<file path="config.mk">
export PLATFORM = sky130hd
export DESIGN_NAME = thresh_fifo
export DESIGN_NICKNAME = d
export VERILOG_FILES = /design/src/rtl/thresh_fifo.sv
export SDC_FILE = /design/constraint.sdc
export NUM_CORES = 1
export LEC_CHECK = 0
export BUFFER_PORTS_ARGS = -buffer_cell sky130_fd_sc_hd__buf_2
export CORE_ASPECT_RATIO = 1.4
export CORE_UTILIZATION = 54
export CTS_CLUSTER_DIAMETER = 40
export CTS_CLUSTER_SIZE = 10
export DETAILED_ROUTE_END_ITERATION = 7
export GPL_ROUTABILITY_DRIVEN = 0
export PLACE_DENSITY_LB_ADDON = 0.08
export RECOVER_POWER = 25
export SETUP_SLACK_MARGIN = 0.3
export SYNTH_ARGS = -nofsm -noshare
export SYNTH_HDL_FRONTEND = slang
export SYNTH_SLANG_ARGS = --single-unit
</file>
<file path="constraint.sdc">
create_clock -name clk -period 5 [get_ports clk]
set_input_delay 0.5 -clock clk [delete_from_list [all_inputs] [get_ports clk]]
set_output_delay 0.5 -clock clk [all_outputs]
set_load 0.03 [all_outputs]
</file>
<file path="src/rtl/thresh_fifo.sv">
// thresh_fifo: synchronous FIFO with programmable almost-full / almost-empty flags.
//
// Ports:
//   clk          - clock, all state changes on rising edge
//   reset_L      - asynchronous active-low reset
//   wr_en        - write request; data_in is stored when the write is accepted
//   data_in      - write data
//   rd_en        - read request; popped word appears on data_out next cycle
//   af_thr       - almost-full threshold (0 disables almost_full)
//   ae_thr       - almost-empty threshold
//   data_out     - registered read data, holds its value when no read is accepted
//   valid_out    - data_out carries a word popped on the previous edge
//   empty, full  - occupancy flags derived from count
//   almost_full  - count >= af_thr (when af_thr != 0)
//   almost_empty - count <= ae_thr
//   error        - sticky overflow/underflow indication, cleared only by reset
//   count        - current occupancy, 0..DEPTH
module thresh_fifo #(
    parameter int unsigned DATA_W = 6,
    parameter int unsigned ADDR_W = 2,
    parameter int unsigned THR_W  = 2
) (
    input  logic              clk,
    input  logic              reset_L,
    input  logic              wr_en,
    input  logic [DATA_W-1:0] data_in,
    input  logic              rd_en,
    input  logic [THR_W-1:0]  af_thr,
    input  logic [THR_W-1:0]  ae_thr,
    output logic [DATA_W-1:0] data_out,
    output logic              valid_out,
    output logic              empty,
    output logic              full,
    output logic              almost_full,
    output logic              almost_empty,
    output logic              error,
    output logic [ADDR_W:0]   count
);

    localparam int unsigned DEPTH = 1 << ADDR_W;

    logic [DATA_W-1:0] mem [DEPTH];

    logic [ADDR_W-1:0] wr_ptr_q, wr_ptr_d;
    logic [ADDR_W-1:0] rd_ptr_q, rd_ptr_d;
    logic [ADDR_W:0]   count_q, count_d;
    logic [DATA_W-1:0] data_out_q, data_out_d;
    logic              valid_out_q, valid_out_d;
    logic              error_q, error_d;

    logic              wr_acc;
    logic              rd_acc;
    logic              overflow;
    logic              underflow;
    logic [ADDR_W:0]   af_ext;
    logic [ADDR_W:0]   ae_ext;

    // Flags come straight from the count register.
    assign empty = (count_q == '0);
    assign full  = (count_q == (ADDR_W+1)'(DEPTH));

    // A write into a full FIFO still lands when a read frees the slot the same cycle.
    assign wr_acc    = wr_en && (!full || rd_en);
    assign rd_acc    = rd_en && !empty;
    assign overflow  = wr_en && full && !rd_en;
    assign underflow = rd_en && empty;

    // Thresholds are zero-extended to the count width and used live, not latched.
    assign af_ext       = (ADDR_W+1)'(af_thr);
    assign ae_ext       = (ADDR_W+1)'(ae_thr);
    assign almost_full  = (af_ext != '0) && (count_q >= af_ext);
    assign almost_empty = (count_q <= ae_ext);

    always_comb begin
        wr_ptr_d    = wr_ptr_q;
        rd_ptr_d    = rd_ptr_q;
        count_d     = count_q;
        data_out_d  = data_out_q;
        valid_out_d = 1'b0;
        error_d     = error_q | overflow | underflow;

        if (wr_acc) begin
            wr_ptr_d = wr_ptr_q + ADDR_W'(1);
        end
        if (rd_acc) begin
            rd_ptr_d    = rd_ptr_q + ADDR_W'(1);
            data_out_d  = mem[rd_ptr_q];
            valid_out_d = 1'b1;
        end

        if (wr_acc && !rd_acc) begin
            count_d = count_q + (ADDR_W+1)'(1);
        end else if (rd_acc && !wr_acc) begin
            count_d = count_q - (ADDR_W+1)'(1);
        end
    end

    always_ff @(posedge clk or negedge reset_L) begin
        if (!reset_L) begin
            wr_ptr_q    <= '0;
            rd_ptr_q    <= '0;
            count_q     <= '0;
            data_out_q  <= '0;
            valid_out_q <= 1'b0;
            error_q     <= 1'b0;
        end else begin
            wr_ptr_q    <= wr_ptr_d;
            rd_ptr_q    <= rd_ptr_d;
            count_q     <= count_d;
            data_out_q  <= data_out_d;
            valid_out_q <= valid_out_d;
            error_q     <= error_d;
        end
    end

    // Storage needs no reset; a read of a just-written full slot sees the old word.
    always_ff @(posedge clk) begin
        if (wr_acc) begin
            mem[wr_ptr_q] <= data_in;
        end
    end

    assign data_out  = data_out_q;
    assign valid_out = valid_out_q;
    assign error     = error_q;
    assign count     = count_q;

endmodule

</file>
==> impl_results.md <==
* Port-buffer cells at 28
* Register-to-register setup slack at around 2.8 ns
* I/O pin total at 29
* Wire length per cell at roughly 14 microns
* Initial Utilization at 0.5780
* # rows at 23
* Cell count after synthesis at 112
* CTS tree: yes
* Setup crit end kind: register
* Synthesized flop and latch total at 39
* First-pass GRT wire length at approximately 4300 microns
* Syn_area_per_cell at 15.15 sq um
* Finished Core Util at 0.6824
* Skew final at between 0.005 and 0.006 ns
* CP cell instances: nor3b_4, a21boi_2, ha_1, inv_1, fa_1, xor2_1, nor2_1, xor2_1
* Clock Path Buffers at 2
* DRT iter0 DRCs at 11
* Crit path max-delay cell type: dfrtp_1
* Routed Antenna Nets at 0
* GRT overflow at 0
* Minimum clock period at 2.223 ns
* # hold bufs at CTS at 0
* Worst-path clk slew at approximately 0.070 ns
* Vias at about 950
* Critical Path Most Common Cell: xor2_1
* Critical path launch point: count[2]
* RSZ-0062 raised after global routing: false
* Num Clock Sinks at 39
* DRT Pass-1 Iters at 4
* Pin count of the biggest net entering global routing at 16
* Height of the chip at 68.32 microns
* Reg2Reg Launch Point: count[2]
* Peak VDD IR at between 0.3 and 0.4 mV
* Inserted Clock Buffers at 5
* Critical Path RT at approximately 5.2 ns
* Max Clk Rate at around 450 MHz
* Vias in the first global route at between 900 and 1000
* Root buf cell: clkbuf_8
* Yosys cell types at 24
* Run status: complete, no violations
* Area grow syn2layout at 18.07%
* Arrival time worst endpoint at ~2.4 ns
* Final hold vios at 0
* Die X-Extent at ~49 microns
* Slew margin rel. at 0.4778
* Final Max Slew Viols at 0
* Final Setup Violations at 0
* Worst Setup Start Kind: register
* Final wirelength at ~2600 microns
* H-tree levels at 2
* N_diodes at 0
* Post-DP HPWL at between 1500 and 2000 microns
* Layout net count at 169
* CORE AREA at around 3000 sq um
* Total GRT Usage at 0.1893
* Clock Latency Late Sink at around 0.28 ns
* Critical path type: register to register
* Drt via density at between 5 and 6
* Worst path max stage delay at ~0.48 ns
* Setup TNS at 0 ns
* Full die area at 3373 sq um
* Initial antenna violation count at 0
* Max cap viols at 0
* HP Class: input pin to asynchronous set/reset pin
* Reg2reg path depth at 8
* Layout cell share with drive strength beyond 1 at 0.3288
* Register area share after synthesis at 0.6460
* Reg-to-Reg End: count[2]
* Power Density at about 640 nW/um^2
* Syn. warnings at 0
* Hold_ws at approximately 0.27 ns
* Mapped Area at ~1700 sq um
* Net Count, Synth at approximately 140
* Drc violations at 0
* Final worst-path cycle share at 0.4445
* Leakage at about 0.86 nW
* Worst-Margin Slew at 0.7832 ns
* Post_cts resized at 0
* Critical path peak fanout at 7
* Post-CTS setup buffer count at 0
## layout by cell type, fill, tap and decap left out, drive strengths merged
cell type and count:
nor2 3, inv 10, edfxtp 24, fa 1, mux4 6, nor3 1, ha 9, xor2 2
buf 25, a21o 1, a21boi 1, o21ai 1, and2 4, clkbuf 9, mux2 2, o21bai 1
a21oi 3, nor3b 1, xnor2 4, nand2 20, bufinv 2, dfrtp 15, o31ai 1
## area by class of cell
cell class	instances	area, sq um
repair buffers	28	136.4
fillers	221	932.1
clock inverters	2	60.06
clock buffers	6	72.57
flip-flops and latches	39	1096
well taps	37	46.29
inverters	10	37.54
multi-input cells	61	554.3
## worst max-delay path by stage
stage,slack [ns],to
floorplan,2.64,count[1]
global placement,2.86,count[2]
detailed placement,2.76,count[2]
CTS,2.75,count[2]
global route,2.60,count[2]
finish,2.78,count[2]
## Yosys cell counts
library cell	n	area, sq um
buf_2	1	5.000
xor2_1	2	17.52
ha_1	9	112.6
mux4_2	6	135.1
nor3_1	1	5.000
inv_2	1	3.750
mux2_4	1	15.01
dfrtp_1	15	375.4
xnor2_1	4	35.03
edfxtp_1	24	720.7
a21o_1	1	7.510
buf_1	1	3.750
nor2_1	3	11.26
a21oi_1	3	15.01
and2_2	4	30.03
nand2_1	20	75.07
o21ai_0	1	5.000
inv_1	9	33.78
mux2_2	1	11.26
a21boi_2	1	11.26
o31ai_4	1	21.27
o21bai_1	1	7.510
fa_1	1	20.02
nor3b_4	1	18.77
## per-layer routing
metal | track usage | part of all wire | vias up
met5 | 0 | 0 | -
met4 | 0.1250 | 0.018 | 0
met3 | 0.05111 | 0.049 | 4
met2 | 0.3699 | 0.56 | 28
met1 | 0.1682 | 0.37 | 468
li1 | - | - | 452
## per-stage QoR
| stage | cells | power (W) | setup slack (ns) | cell area [sq um] |
|---|---|---|---|---|
| floorplan | 112 | 0.0008754 | 2.643 | 1697 |
| global placement | 175 | 0.0009892 | 2.864 | 1874 |
| detailed placement | 175 | 0.001009 | 2.757 | 1874 |
| CTS | 183 | 0.001308 | 2.754 | 2007 |
| global route | 183 | 0.001367 | 2.603 | 2003 |
| finish | 183 | 0.001288 | 2.777 | 2003 |
## power breakdown
part | total [W] | switching (W) | leakage [nW] | internal [W]
registers | 0.000536 | 0.0000946 | 0.396 | 0.000442
logic | 0.000454 | 0.000261 | 0.403 | 0.000193
clock network | 0.000298 | 0.0000984 | 0.0654 | 0.000199
## worst max-delay path, delay by kind of cell (launching register included)
kind,cells,cell delay [ns]
compound gates,1,0.33
buf+inv,1,0.06
xor+xnor,2,0.32
simple gates,2,0.31
flops,1,0.48
fa+ha+maj,2,0.63
## logic make-up after synthesis
| group | after synthesis | share of synthesized area |
|---|---|---|
| DFF | 39 | 0.6460 |
| and+or+nand+nor | 29 | 0.08259 |
| buffers and inverters | 12 | 0.02728 |
| adders and majority gates | 10 | 0.07817 |
| AOI/OAI and AO/OA | 8 | 0.03982 |
| muxes | 8 | 0.09513 |
| xor gates and xnor gates | 6 | 0.03097 |
## registers in the layout, indices dropped and copies added, names as in the netlist
| signal | cells |
|---|---|
| wr_ptr_q | 2 |
| data_out | 6 |
| rd_ptr_q | 2 |
| mem | 24 |
| count | 3 |
| valid_out | 1 |
| error | 1 |
(Power assumes the default switching activity.)
